[config.mk]
export PLATFORM = sky130hd
export DESIGN_NAME = ddc_phase_sched
export DESIGN_NICKNAME = d
export VERILOG_FILES = /design/src/rtl/ddc_phase_sched.sv
export SDC_FILE = /design/constraint.sdc
export NUM_CORES = 1
export LEC_CHECK = 0
export CAP_MARGIN = 20
export CORE_MARGIN = 2
export CORE_UTILIZATION = 61
export CTS_BUF_LIST = sky130_fd_sc_hd__clkbuf_8
export DETAILED_ROUTE_END_ITERATION = 8
export HOLD_SLACK_MARGIN = 0.08
export MAX_ROUTING_LAYER = met4
export PLACE_DENSITY_LB_ADDON = 0.12
export SKIP_CTS_REPAIR_TIMING = 1
export SYNTH_ARGS = -nofsm -noshare
export SYNTH_HDL_FRONTEND = slang
export SYNTH_SLANG_ARGS = --single-unit
[constraint.sdc]
create_clock -name clk -period 6.5 [get_ports clk]
set_input_delay 1.3 -clock clk [delete_from_list [all_inputs] [get_ports clk]]
set_output_delay 1.3 -clock clk [all_outputs]
set_load 0.05 [all_outputs]
[src/rtl/ddc_phase_sched.sv]
// ddc_phase_sched: double-buffered per-channel {pinc, poff} table streamed to ddc_core as one
// 48-bit phase word per cycle. Define DDC_SCHED_RESYNC_EN to build the resync generator.
module ddc_phase_sched #(
  parameter int N_CH = 4,
  parameter int CH_W = $clog2(N_CH)
) (
  input  logic            clk,
  input  logic            rstn,
  input  logic            start,
  input  logic            stop,
  input  logic            commit,
  input  logic            wr_en,
  input  logic [CH_W-1:0] wr_ch,
  input  logic [19:0]     wr_pinc,
  input  logic [19:0]     wr_poff,
  output logic            wr_err,
  output logic            busy,
  output logic            bank,
  output logic            running,
  output logic [47:0]     phase_tdata,
  output logic            phase_tvalid,
  output logic            phase_tlast,
  output logic [CH_W-1:0] phase_ch,
  output logic            resync
);
  typedef enum logic [1:0] {ST_IDLE, ST_RUN, ST_STOPPING} state_t;

  localparam logic [CH_W-1:0] LAST_CH = CH_W'(N_CH - 1);
  localparam logic [CH_W:0]   N_CH_W  = (CH_W + 1)'(N_CH);

  // pinc is scaled by 4 into a 20-bit field, so its top two bits fall off
  function automatic logic [47:0] pack_word(input logic [19:0] pinc, input logic [19:0] poff);
    return {4'b0000, poff, 4'b0000, 20'({pinc, 2'b00})};
  endfunction

  logic [19:0]     pinc_q [2][N_CH];
  logic [19:0]     poff_q [2][N_CH];

  state_t          state_q, state_d;
  logic [CH_W-1:0] ch_q, ch_d;
  logic            vld_q, vld_d;
  logic            tlast_q, tlast_d;
  logic [47:0]     tdata_q, tdata_d;
  logic            busy_q, busy_d;
  logic            bank_q, bank_d;
  logic            running_q;
  logic            wr_err_q, wr_err_d;
  logic            wr_ok;
  logic            start_run;
  logic            last_word;
  logic            swap;

  always_comb begin
    state_d   = state_q;
    start_run = 1'b0;
    last_word = vld_q && (ch_q == LAST_CH);
    case (state_q)
      ST_IDLE: begin
        if (start && !stop) begin
          state_d   = ST_RUN;
          start_run = 1'b1;
        end
      end
      // a stop that lands on the last word already finishes the frame
      ST_RUN: begin
        if (stop) state_d = last_word ? ST_IDLE : ST_STOPPING;
      end
      ST_STOPPING: begin
        if (last_word) state_d = ST_IDLE;
      end
      default: state_d = ST_IDLE;
    endcase

    swap   = busy_q && ((state_q == ST_IDLE) || last_word);
    bank_d = bank_q;
    busy_d = busy_q;
    if (swap) begin
      bank_d = ~bank_q;
      busy_d = 1'b0;
    end else if (commit) begin
      busy_d = 1'b1;
    end

    wr_ok    = wr_en && !busy_q && ({1'b0, wr_ch} < N_CH_W);
    wr_err_d = wr_en && !wr_ok;

    vld_d   = (state_d != ST_IDLE);
    ch_d    = (vld_d && !start_run && !last_word) ? ch_q + CH_W'(1) : '0;
    tlast_d = vld_d && (ch_d == LAST_CH);
    // the word leaving on a swap edge already reads the newly active bank
    tdata_d = vld_d ? pack_word(pinc_q[bank_d][ch_d], poff_q[bank_d][ch_d]) : '0;
  end

  always_ff @(posedge clk) begin
    if (!rstn) begin
      state_q   <= ST_IDLE;
      ch_q      <= '0;
      vld_q     <= 1'b0;
      tlast_q   <= 1'b0;
      tdata_q   <= '0;
      busy_q    <= 1'b0;
      bank_q    <= 1'b0;
      running_q <= 1'b0;
      wr_err_q  <= 1'b0;
    end else begin
      state_q   <= state_d;
      ch_q      <= ch_d;
      vld_q     <= vld_d;
      tlast_q   <= tlast_d;
      tdata_q   <= tdata_d;
      busy_q    <= busy_d;
      bank_q    <= bank_d;
      running_q <= vld_d;
      wr_err_q  <= wr_err_d;
    end
  end

  // writes only ever land in the shadow bank
  always_ff @(posedge clk) begin
    if (!rstn) begin
      for (int b = 0; b < 2; b++) begin
        for (int c = 0; c < N_CH; c++) begin
          pinc_q[b][c] <= '0;
          poff_q[b][c] <= '0;
        end
      end
    end else if (wr_ok) begin
      pinc_q[~bank_q][wr_ch] <= wr_pinc;
      poff_q[~bank_q][wr_ch] <= wr_poff;
    end
  end

`ifdef DDC_SCHED_RESYNC_EN
  logic resync_q;
  always_ff @(posedge clk) begin
    if (!rstn) resync_q <= 1'b0;
    else       resync_q <= vld_d && (start_run || (swap && last_word));
  end
  assign resync = resync_q;
`else
  assign resync = 1'b0;
`endif

  assign phase_tdata  = tdata_q;
  assign phase_tvalid = vld_q;
  assign phase_tlast  = tlast_q;
  assign phase_ch     = ch_q;
  assign busy         = busy_q;
  assign bank         = bank_q;
  assign running      = running_q;
  assign wr_err       = wr_err_q;

endmodule

* Word-level counts from Yosys, hierarchy flattened *
Memory sizes are Yosys's and may differ from the RTL's.
Cells that the tools add are included.

storage, ports and cells
  output and inout port bits = 57
  bits of input ports = 48
  bits in writable memories = 320
  memories = 2
  flip-flop bits (word level) = 57

memories
  memory  depth  bits a word  read ports  clocked after Yosys merged registers in  wr ports  line  RTL
  pinc_q  2      80           1           0                                        2         36    logic [19:0] pinc_q [2][N_CH];
  poff_q  2      80           1           0                                        2         37    logic [19:0] poff_q [2][N_CH];

operators by class
  multiplexer cells = 27
  reduce and logical (&&, ||, !) cells = 21
  $lt $le $gt $ge = 3
  add/sub/neg operators = 1
  bitwise gates (word level) = 4
  equality and inequality tests = 4

operators with widths
  cell                   number
  $mux W80               5
  $reduce_or A80 Y1      2
  $bmux W20 S2           2
  $mux W20               3
  $demux W20 S2          1
  $mux W18               2
  $mux W2                5
  $logic_and A1 B1 Y1    9
  $mux W1                8
  $eq A2 B2 Y1 const B   3
  $ge A3 B3 Y1 const B   2
  $not A2 Y3             2
  $pmux W2 S3            1
  $logic_not A1 Y1       5
  $lt A3 B1 Y1 const B   1
  $add A2 B1 Y2 const B  1
  $eq A2 B1 Y1 const B   1
  $logic_not A2 Y1       1
  $not A1 Y1             2
  $reduce_and A2 Y1      1
  $reduce_bool A2 Y1     1
  $reduce_or A2 Y1       1
  $logic_or A1 B1 Y1     1

* Longest topological paths before layout *
Gate-level depths: netlist of run 1.

  word-level depth = 13
  mapped depth = 9
  depth with buffers taken out = 6

* Least setup slack after synthesis of run 1 *
OpenSTA, ideal clock, no wires.

  path type = in2reg
  from = in rstn
  to = mem pinc_q[1][40] (netlist name), enable pin
  path slack = 1.404 ns
  arrival = 4.605 ns
  buffers on the path = 1
  library setup time = 0.491 ns
  stages = 3
  data required time = 6.009 ns
  path through = clkbuf_1 -> nand3_1 -> o31ai_1

RTL lines
  element             line  RTL
  start: declaration  8     input logic rstn,
  end: declaration    36

==> results.md, run 1 <==
* Status: complete, no violations
* Largest family of logic cells by synthesized area: simple AND/OR/NAND/NOR gates
* Crit Path Max Fanout at 39
* Die H at 158 um
* WS Path Type: primary input to flop
* Starting Density at 0.621
* Seq cells post-synth at 351
* HP Class: flop to flop
* Total wire length at 32800 um
* Endpoints failing hold at 0
* Commonest cells post-synth: 304 x edfxtp_1, 116 x and2_1, 86 x nor2_1, 77 x and3_1, 76 x a211o_1
* FF+latch area at 10100 sq um
* Most common flop cell mapped by yosys: edfxtp_1
* Ports at 105
* I/O Buffers at 91
* Mux cell area share after synthesis at 0.0596
* # rows at 56
* Synth Warn # at 0
* Ys async rst share at 0
* RSZ-0062 raised after global routing: no
* Synth Area per Inst at 14.8 sq um
* GRT Util Overall at 0.278
* Slew @ Worst Pin at 0.985 ns
* Synth Area in Adders at 0.000861
* Initial antenna violation count at 0
* Sequential share of the synthesized area at 0.693
* Fin area at 16800 sq um
* Post-synth top area share at 0.628
* Die Width at 158 um
* Synthesis-to-finish area growth at 15.8%
* Yosys top cell by area: edfxtp_1
* Mapped Cells at 985
* Slew HR at 0.344
* Synthesized area at 14500 sq um
* Fillers at 1527
* Die ar. at 25100 sq um
* Clk sinks at 351
* Worst VDD drop at 0.190 mV
* Clock Latency Late Sink at 0.57 ns
* Layout Nets at 1129
* Ant diodes at 0
* Share of cells above drive strength 1 at 0.137
* Synth Area in Compound Gates at 0.0793
* Synth Area in XOR/XNOR at 0.00112
* CP Launch Type: primary input
* Via count of the routed design at 8575
* Max Cap Viol at 0
* Antenna-violating nets left at 0
* 1st-iter DRT viols at 669
* CTS tree: done
* Core footprint at 23400 sq um
* F_max at 236 MHz
* Global placer's final weighted congestion at 0.774
* EDFF count, synth at 304
* Final Critical Period at 4.24 ns
* CP Capture Type: flop
* Multi-input gate area at 4010 sq um
* CTS HTree Levels at 2
* Max-slew violation count at 0
* Root Driver: clkbuf_8
* Area contributors post-synth: edfxtp_1 63%, dfxtp_1 6.5%, mux4_2 5.9%
* Synth Area in Simple Gates at 0.125
* Req. time, crit path at 6.94 ns
* Overflow after GRT at 0
* WL/cell at 22.7 um
* CTS Buffer Depth at 3
* Vias/cell at 5.93
* Hold slack final at 0.559 ns
* Setup_tns at 0 ns
* Distinct cells, synth at 33
* First-pass GRT wire length at 49800 um
* Power Dens Cells at 290 nW/um^2
* Vias in the first global route at 8763
* Pre-Repair DR Iteration Count at 5
* Placed standard-cell area at 15700 sq um
* Num CTS Buffers at 54
* LEAKAGE at 6.63 nW
* Total power at 4.88 mW
* Tcrit/Tclk final at 0.652
* Pin count of the biggest net entering global routing at 78
* Final Setup Violations at 0
* Hpwl dp at 17100 um
* DRC at 0
* Fin util at 0.719
* Skew final at 0.0138 ns
* Cell with the most instances after synthesis: edfxtp_1
* CP arrival at 4.68 ns
* Clock Pin Slew Worst Setup and Hold Paths at 0.06 ns
[stage by stage]
stage                     worst slack [ns]  std cells
after global placement                1.75       1341
after detailed placement              1.69       1341
final                                 2.26       1445
after global routing                  2.12       1445
after floorplan                       1.40        995
after CTS                             2.27       1443
[cells in the final DEF, fill, tap and decap left out, types with 2 or more instances in the layout]
cell and n:
o21ai_4 3, nor3_1 2, edfxtp_1 304, conb_1 11
nand2b_2 2, nor2_1 83, nand2b_1 2, a211o_1 76
nor3_4 2, clkdlybuf4s50_1 91, clkinv_2 4, nor2b_1 2
clkinv_1 9, and2_1 116, o31ai_4 2, and3_1 77
buf_12 2, nand2_1 48, nor2_4 2, o2111a_1 38
buf_4 21, inv_1 60, mux4_2 38, a21oi_1 2
clkbuf_8 69, nor4_1 2, dfxtp_1 47
[state kept, by name (all words and copies together) (netlist names)]
register and flops:
state_q 2, pinc_q 144, phase_ch 2, busy 1
running 1, phase_tlast 1, phase_tdata 38, bank 1
wr_err 1, poff_q 160
[layout make-up]
| class | instances | area share |
|---|---|---|
| sequential | 351 | 0.598 |
| tap | 319 | 0.0237 |
| clock buffer | 69 | 0.0564 |
| clock inverter | 33 | 0.00766 |
| timing repair buffer | 115 | 0.0667 |
| multi-input combinational | 518 | 0.238 |
| inverter | 40 | 0.00892 |
[cells by family (layout without fill, tap and decap cells)]
| family | count (synthesis) | after routing |
|---|---|---|
| flops | 351 | 351 |
| simple gates | 344 | 344 |
| buf+inv | 126 | 257 |
| compound gates | 122 | 122 |
| mux | 39 | 39 |
| fa+ha+maj | 1 | 1 |
| other cells | 1 | 11 |
| xor+xnor | 1 | 1 |
[layer usage]
metal	part of all wire	vias to the layer above	wire (um)	track usage
met3	0.073	45	2410	0.0433
met1	0.40	4301	13200	0.356
met5	0	-	0	-
met4	0.014	0	452	0.0678
met2	0.51	353	16700	0.475
li1	-	3876	-	-
[power breakdown]
group          internal (mW)  total [mW]  leakage (nW)  switching [mW]
Clock                  0.949        1.76         0.632           0.809
Combinational          0.193       0.528          2.47           0.335
Sequential              2.56        2.59          3.53          0.0313
[worst paths after layout]
kind | start | end | slack, ns | cells past startpoint
min reg2reg | busy | busy | 0.56 | 2
max | rstn | pinc_q[0][1] | 2.26 | 8
min | busy | busy | 0.56 | 2
max reg2reg | phase_ch[0] | phase_tdata[14] | 3.37 | 7
[critical path: stages]
cell	delay, ns
clkdlybuf4s50_1	0.91
nand2_1	0.23
nor2_4	0.13
buf_4	0.50
nand2_1	0.35
nor2_2	0.63
buf_4	0.44
and2_1	0.18
(Power assumes the default switching activity.)
==> inputs of run 2 (changes only) <==
--- a/config.mk
+++ b/config.mk
@@ -7,7 +7,7 @@
 export LEC_CHECK = 0
 export CAP_MARGIN = 20
 export CORE_MARGIN = 2
-export CORE_UTILIZATION = 61
+export CORE_UTILIZATION = 55
 export CTS_BUF_LIST = sky130_fd_sc_hd__clkbuf_8
 export DETAILED_ROUTE_END_ITERATION = 8
 export HOLD_SLACK_MARGIN = 0.08
==> constraint.sdc (replaced) <==
create_clock -name clk -period 3.7 [get_ports clk]
set_input_delay 0.74 -clock clk [delete_from_list [all_inputs] [get_ports clk]]
set_output_delay 0.74 -clock clk [all_outputs]
set_load 0.05 [all_outputs]
==> results.md, run 2 (synthesis gave the netlist of run 1 again) <==
* Status: complete, no violations (unchanged)
* Biggest register: poff_q (unchanged)
* WP buf/inv at 1 (was 3)
* Req. time, crit path at 2.96 ns (was 6.94 ns)
* Hold path depth at 2 (unchanged)
* Total power at 8.59 mW (was 4.88 mW)
* Die H at 167 um (was 158 um)
* Largest register FFs at 160 (unchanged)
* Crit path depth at 1 (was 8)
* Fillers at 1881 (was 1527)
* Clk sinks at 351 (unchanged)
* Final Setup Violations at 0 (unchanged)
* Die Width at 167 um (was 158 um)
* Vias/cell at 5.89 (was 5.93)
* Max Cap Viol at 0 (unchanged)
* Overflow after GRT at 0 (unchanged)
* HP Class: flop to flop (unchanged)
* Crit-path cells: clkdlybuf4s50_1 (was clkdlybuf4s50_1 -> nand2_1 -> nor2_4 -> buf_4 -> nand2_1 -> nor2_2 -> buf_4 -> and2_1)
* Die ar. at 27700 sq um (was 25100 sq um)
* Via count of the routed design at 8644 (was 8575)
* Num CTS Buffers at 55 (was 54)
* CP delay by family, top: buffers and inverters (unchanged)
* Clock Pin Slew Worst Setup and Hold Paths at 0.06 ns (about the same)
* CTS Buffer Depth at 3 (unchanged)
* Pin count of the biggest net entering global routing at 78 (unchanged)
* WS Path Type: flop to output pin (was primary input to flop)
* Setup_tns at 0 ns (unchanged)
* Hold slack final at 0.528 ns (was 0.559 ns)
* I/O Buffers at 91 (unchanged)
* Endpoints failing hold at 0 (unchanged)
* Share of cells above drive strength 1 at 0.140 (was 0.137)
* Worst VDD drop at 0.294 mV (was 0.190 mV)
* Layout Nets at 1136 (was 1129)
* Synthesis-to-finish area growth at 16.6% (was 15.8%)
* Reg2reg path depth at 7 (unchanged)
* CP arrival at 2.02 ns (was 4.68 ns)
* Final worst setup slack at 0.935 ns (was 2.26 ns)
* WL/cell at 23.6 um (was 22.7 um)
* Power Dens Cells at 506 nW/um^2 (was 290 nW/um^2)
* Root Driver: clkbuf_8 (unchanged)
* Slew HR at 0.422 (was 0.344)
* CP Launch Type: flop (was primary input)
* CTS HTree Levels at 2 (unchanged)
* Hpwl dp at 17500 um (was 17100 um)
* Crit Path Max Fanout at 8 (was 39)
* Pre-Repair DR Iteration Count at 5 (unchanged)
* # rows at 59 (was 56)
* Ports at 105 (unchanged)
* CP Capture Type: output pin (was flop)
* Antenna-violating nets left at 0 (unchanged)
* Slew @ Worst Pin at 0.867 ns (was 0.985 ns)
* GRT Util Overall at 0.261 (was 0.278)
* Vias in the first global route at 9051 (was 8763)
* 1st-iter DRT viols at 696 (was 669)
* Initial antenna violation count at 0 (unchanged)
* Global placer's final weighted congestion at 0.751 (was 0.774)
* Ant diodes at 0 (unchanged)
* CTS tree: done (unchanged)
* Fin util at 0.652 (was 0.719)
* Place WS at 0.692 ns (was 1.69 ns)
* Tcrit/Tclk final at 0.747
* Max stage delay on crit path at 0.89 ns (was 0.91 ns)
* Skew final at 0.0264 ns (was 0.0138 ns)
* Clock Latency Late Sink at 0.59 ns (was 0.57 ns)
* DRC at 0 (unchanged)
* RSZ-0062 raised after global routing: no (unchanged)
* Total wire length at 34700 um (was 32800 um)
* F_max at 362 MHz
* Max-slew violation count at 0 (unchanged)
* Most frequent cells in the layout: 304 x edfxtp_1, 116 x and2_1, 91 x clkdlybuf4s50_1 (unchanged)
* Core footprint at 26000 sq um (was 23400 sq um)
* LEAKAGE at 6.69 nW (was 6.63 nW)
* First-pass GRT wire length at 52600 um (was 49800 um)
* Crit-path slowest cell: clkdlybuf4s50_1 (unchanged)
* Final Critical Period at 2.76 ns
* Starting Density at 0.559 (was 0.621)
* Commonest non-fill, non-tap cell in the layout: edfxtp_1 (unchanged)
## run 2: area by class of cell
class | instances | area [sq um] | area share
inverters | 40 | 150 | 0.00886
flip-flops and latches | 351 | 10100 | 0.594
clock buffers | 66 | 908 | 0.0536
multi-input cells | 518 | 4010 | 0.236
clock inverters | 36 | 148 | 0.00871
repair buffers | 121 | 1250 | 0.0737
well taps | 335 | 419 | 0.0247
## run 2: final timing paths
path                                  start         endpoint  slack (ns)
worst min-delay path                   busy             busy        0.53
worst max-delay path                   bank             bank        0.94
worst max register to register  phase_ch[0]  phase_tdata[10]        1.03
worst min register to register         busy             busy        0.53
## run 2: worst reg2reg max path: cells and delay by family (launching register included)
kind	cells	cell delay (ns)
mux	1	0.33
fa+ha+maj	1	0.22
simple gates	2	0.92
flops	1	0.45
compound gates	2	0.37
buf+inv	1	0.28
## run 2: layer usage
layer,global-route usage,part of all wire,vias up
met5,-,0,-
met3,0.0364,0.062,65
met2,0.432,0.50,325
met4,0.0806,0.021,0
met1,0.338,0.42,4372
li1,-,-,3882
## run 2: power by group
part | total, mW | internal [mW] | switching (mW)
clock | 3.08 | 1.61 | 1.46
sequential | 4.55 | 4.50 | 0.0578
combinational | 0.957 | 0.359 | 0.598
## run 2: per-stage QoR
stage,std cells,area (sq um)
3_3_place_gp,1365,15900
5_1_grt,1467,17000
3_5_place_dp,1365,15900
2_1_floorplan,995,14600
6_report,1467,17000
4_1_cts,1467,17000
